## config.mk

```make
export PLATFORM = sky130hd
export DESIGN_NAME = cla_accum_seq
export DESIGN_NICKNAME = d
export VERILOG_FILES = /design/src/rtl/cla_accum_seq.sv
export SDC_FILE = /design/constraint.sdc
export NUM_CORES = 1
export LEC_CHECK = 0
export CAP_MARGIN = 20
export CELL_PAD_IN_SITES_DETAIL_PLACEMENT = 0
export CELL_PAD_IN_SITES_GLOBAL_PLACEMENT = 1
export CORE_UTILIZATION = 29
export DETAILED_ROUTE_END_ITERATION = 8
export PLACE_DENSITY_LB_ADDON = 0.1
export SLEW_MARGIN = 20
export SYNTH_ARGS = -nofsm -noshare
export SYNTH_HDL_FRONTEND = slang
export SYNTH_SLANG_ARGS = --single-unit
```

## constraint.sdc

```tcl
create_clock -name clk -period 4.8 [get_ports clk]
set_clock_uncertainty 0.1 [all_clocks]
set_input_delay 0.48 -clock clk [delete_from_list [all_inputs] [get_ports clk]]
set_output_delay 0.48 -clock clk [all_outputs]
set_load 0.005 [all_outputs]
```

## src/rtl/cla_accum_seq.sv

```systemverilog
// Burst accumulator: drives an external combinational CLA adder with the running
// total and each accepted operand, and counts the carry-outs seen during the burst.
module cla_accum_seq #(
    parameter int DATA_W = 8,
    parameter int CNT_W  = 4
) (
    input  logic              clk,
    input  logic              rst,
    input  logic              start_i,
    input  logic [CNT_W-1:0]  len_i,
    input  logic              in_valid_i,
    input  logic [DATA_W-1:0] in_data_i,
    output logic              in_ready_o,
    output logic [DATA_W-1:0] add_a_o,
    output logic [DATA_W-1:0] add_b_o,
    output logic              add_cin_o,
    input  logic [DATA_W-1:0] add_sum_i,
    input  logic              add_cout_i,
    output logic              out_valid_o,
    output logic [DATA_W-1:0] out_sum_o,
    output logic [CNT_W-1:0]  out_carries_o,
    input  logic              out_ready_i,
    output logic              busy_o,
    output logic [1:0]        state_o
);

    typedef enum logic [1:0] {
        IDLE  = 2'd0,
        ACCUM = 2'd1,
        DONE  = 2'd2
    } state_t;

    localparam logic [CNT_W-1:0] CNT_ONE = {{(CNT_W-1){1'b0}}, 1'b1};

    state_t            state_q, state_d;
    logic [DATA_W-1:0] acc_q, acc_d;
    logic [CNT_W-1:0]  carries_q, carries_d;
    logic [CNT_W-1:0]  cnt_q, cnt_d;

    always_ff @(posedge clk or posedge rst) begin
        if (rst) begin
            state_q   <= IDLE;
            acc_q     <= '0;
            carries_q <= '0;
            cnt_q     <= '0;
        end else begin
            state_q   <= state_d;
            acc_q     <= acc_d;
            carries_q <= carries_d;
            cnt_q     <= cnt_d;
        end
    end

    // Handshakes: a beat transfers on a cycle where valid & ready are both high;
    // valid never waits on ready, and ready here comes from state only.
    always_comb begin
        state_d   = state_q;
        acc_d     = acc_q;
        carries_d = carries_q;
        cnt_d     = cnt_q;
        unique case (state_q)
            IDLE: begin
                if (start_i) begin
                    acc_d     = '0;
                    carries_d = '0;
                    if (len_i != '0) begin
                        cnt_d   = len_i;
                        state_d = ACCUM;
                    end else begin
                        state_d = DONE;
                    end
                end
            end
            ACCUM: begin
                if (in_valid_i) begin
                    acc_d = add_sum_i;
                    if (add_cout_i && (carries_q != '1))
                        carries_d = carries_q + CNT_ONE;
                    cnt_d = cnt_q - CNT_ONE;
                    if (cnt_q == CNT_ONE)
                        state_d = DONE;
                end
            end
            DONE: begin
                if (out_ready_i)
                    state_d = IDLE;
            end
            default: state_d = IDLE;
        endcase
    end

    assign add_a_o       = acc_q;
    assign add_b_o       = in_data_i;
    assign add_cin_o     = 1'b0;
    assign in_ready_o    = (state_q == ACCUM);
    assign out_valid_o   = (state_q == DONE);
    assign out_sum_o     = (state_q == DONE) ? acc_q : '0;
    assign out_carries_o = (state_q == DONE) ? carries_q : '0;
    assign busy_o        = (state_q != IDLE);
    assign state_o       = state_q;

endmodule

```

==> impl_metrics.csv <==
group,metric,value,unit
critical_path,path_class,"flop to primary output",
sta,setup_tns,0,ns
sta,period_share,54.5,%
cts,clk_latency,0.30,ns
drt,wirelength,2610,um
critical_path,r2r_cells,5,
cts,postCtsHoldBufs,0,
cts,root_buffer,"clkbuf_4",
sta,clock.fmax,0.382,GHz
sta,worst_pin_slew,0.845,ns
global_route,grt_pass1_wl,4600,um
critical_path,cp-endpoint,"in_ready_o",
layout,layout.cells.non_filler,190,
critical_path,endpoint_kind,"primary output",
global_route,grt_pass1_vias,968,
layout,fill_cells,333,
cts,clock_path_buffers,2,
critical_path,crit_path_start,"state_o[0]",
cts,cts_buffers,3,
critical_path,crit_arrival,2.04,ns
layout,nets,174,
cts,post_cts_buffers,0,
sta,hold_viol,0,
synth,yosysTopAreaCell,"dfrtp_1",
sta,slew_viol_final,0,
synth,ys_ff_latch,18,
min_path,hp-class,"flop to flop",
cts,cts_tree,"built",
cts,clk_pin_slew,0.12,ns
power_and_ir_drop,pwr_density_cell,452,mW/mm^2
layout,layout-drive-gt1-share,6.25,%
place,gp_congestion,0.878,
global_route,grt_max_degree,19,
drt,drtAntennaViolNets,0,
floorplanning,core,0.00339,sq mm
synth,avgSynthCellArea,9.45,sq um
synth,synth_ff_type,"dfrtp_1",
drt,vias,922,
critical_path,start_kind,"flop",
global_route,antenna_found_initial,0,
sta,rsz0062_at_grt,"false",
drt,first_iter_violations,53,
floorplanning,rows,21,
critical_path,r2r_slack,2.67,ns
synth,yosysUniqueCellTypes,33,
critical_path,critPathMaxFanout,12,
layout,antenna_cells,0,
synth,ys_async_sr_fraction,100,%
synth,synth_nets,140,
place,place_hpwl,2030,um
drt,via_per_inst,4.85,
cts,cts_resized,0,
sta,slew_headroom,43.3,%
run_status,status,"completed",
global_route,grt_usage,14.9,%
synth,netlist_area,0.00105,sq mm
cts,htreeDepth,1,
layout,syn2layout_area_growth,41.2,%
sta,setup_viol,0,
floorplanning,initial_core_util,30.9,%
global_route,grt_overflow,0,
place,dp_cells,186,
place,port_buffers,42,
drt,wl_per_cell,13.7,um
floorplanning,io_pins,60,
synth,ys_seq_area_share,43.0,%
floorplanning,chipWidth,62.1,um
synth,synth-edff-count,0,
sta,period_minus_slack,2.62,ns
floorplanning,die_h,62.1,um
synth,syn-instance-count,111,
job,drv_cap,0,
cts,clock_sinks,18,
drt,drcViolationCount,0,
drt,firstDrtPassIters,5,
synth,synth_top_area_share,43.0,%
synth,yosys_warnings,0,
floorplanning,dieArea,0.00386,sq mm
power_and_ir_drop,peakVddDrop,211,uV
critical_path,required,4.22,ns
critical_path,timing.rr.end,"carries_q[3]",
synth,synth_area_leaders,"dfrtp_1 (43%), a22o_1 (6.7%), and2_1 (6.6%), buf_4 (6.4%), ha_1 (3.6%)",
critical_path,reg2reg_from,"carries_q[0]",
power_and_ir_drop,power.leakage,0.000652,uW
[power by group]
part | switching, uW | internal, uW | leakage (uW)
Clock | 51.0 | 46.2 | 0.0000210
Combinational | 136 | 164 | 0.000411
Sequential | 58.0 | 213 | 0.000220
Total | 245 | 423 | 0.000652
[routing by layer]
| metal | routed length, um | share of wire (%) | up-vias | track usage (%) |
|---|---|---|---|---|
| met4 | 18 | 0.69 | 0 | 6.40 |
| met3 | 145 | 5.6 | 4 | 3.13 |
| li1 | - | - | 443 | - |
| met2 | 1220 | 47 | 31 | 23.9 |
| met1 | 1220 | 47 | 444 | 19.2 |
| met5 | 0 | 0 | - | 0 |
[cells in the mapped netlist (3+ instances only)]
| cell | instances |
|---|---|
| dfrtp_1 | 18 |
| o21ai_0 | 4 |
| mux2i_1 | 3 |
| clkbuf_1 | 4 |
| nand3_1 | 4 |
| buf_4 | 9 |
| inv_1 | 10 |
| ha_1 | 3 |
| a21oi_1 | 5 |
| and2_1 | 11 |
| nor2_1 | 4 |
| nand2_1 | 4 |
| a22o_1 | 8 |
[logic make-up (layout without fill, tap and decap cells)]
family / count (synthesis) / in the layout / synth area share [%]
AOI/OAI and AO/OA: 25 / 25 / 17.4
DFF: 18 / 18 / 43.0
muxes: 4 / 4 / 3.94
adders and majority gates: 3 / 3 / 3.58
other: 1 / 1 / 0.358
and+or+nand+nor: 37 / 37 / 20.3
buffers and inverters: 23 / 56 / 11.5
[final cells by class]
cell class,count,area [sq um],share of cell area (%)
tap,46,57.6,3.89
sequential,18,450,30.4
clock buffer,4,36.3,2.45
timing repair buffer,42,420,28.4
multi-input combinational,70,478,32.3
inverter,10,37.5,2.54
[worst min-delay path by stage]
stage / start / end / slack (ns) / depth (start not counted)
floorplan: rst / add_a_o[0] / 0.32 / 1
global placement: add_a_o[2] / add_a_o[2] / 0.40 / 1
detailed placement: add_a_o[3] / add_a_o[3] / 0.40 / 1
CTS: add_a_o[2] / add_a_o[2] / 0.43 / 1
global route: add_a_o[2] / add_a_o[2] / 0.46 / 1
finish: add_a_o[2] / add_a_o[2] / 0.43 / 1
[cells in the final DEF, fill, tap and decap left out, types with 2 or more instances in the layout]
cell type / netlist / layout
nand3_1: 4 / 4
and2_1: 11 / 11
a21oi_1: 5 / 5
clkdlybuf4s50_1: 0 / 42
inv_1: 10 / 10
o22ai_1: 2 / 2
ha_1: 3 / 3
nor2_1: 4 / 4
nand4_1: 2 / 2
nand2b_1: 2 / 2
a22o_1: 8 / 8
clkbuf_4: 0 / 3
mux2i_1: 3 / 3
nand2_1: 4 / 4
dfrtp_1: 18 / 18
o21ai_0: 4 / 4
or2_2: 2 / 2
[flip-flops by register name, summed over array words and instances (netlist names)]
name	cells
carries_q	4
cnt_q	4
state_o	2
add_a_o	8
[through the flow]
step                cell area (sq um)  hold WS [ns]  setup slack (ns)  power, uW  utilization, %
detailed placement               1440         0.400              2.38        574            42.6
global placement                 1440         0.400              2.44        574            42.6
CTS                              1480         0.433              2.18        675            43.7
global route                     1480         0.465              2.03        732            43.7
floorplan                        1050         0.319              2.86        442               -
finish                           1480         0.432              2.18        669            43.7
[worst max-delay path: stages (launching register included)]
cell and delay, ns:
dfrtp_1 0.52, or2b_1 0.34, inv_1 0.30, clkdlybuf4s50_1 0.58
Note: power is estimated with default switching activity, not from simulation.
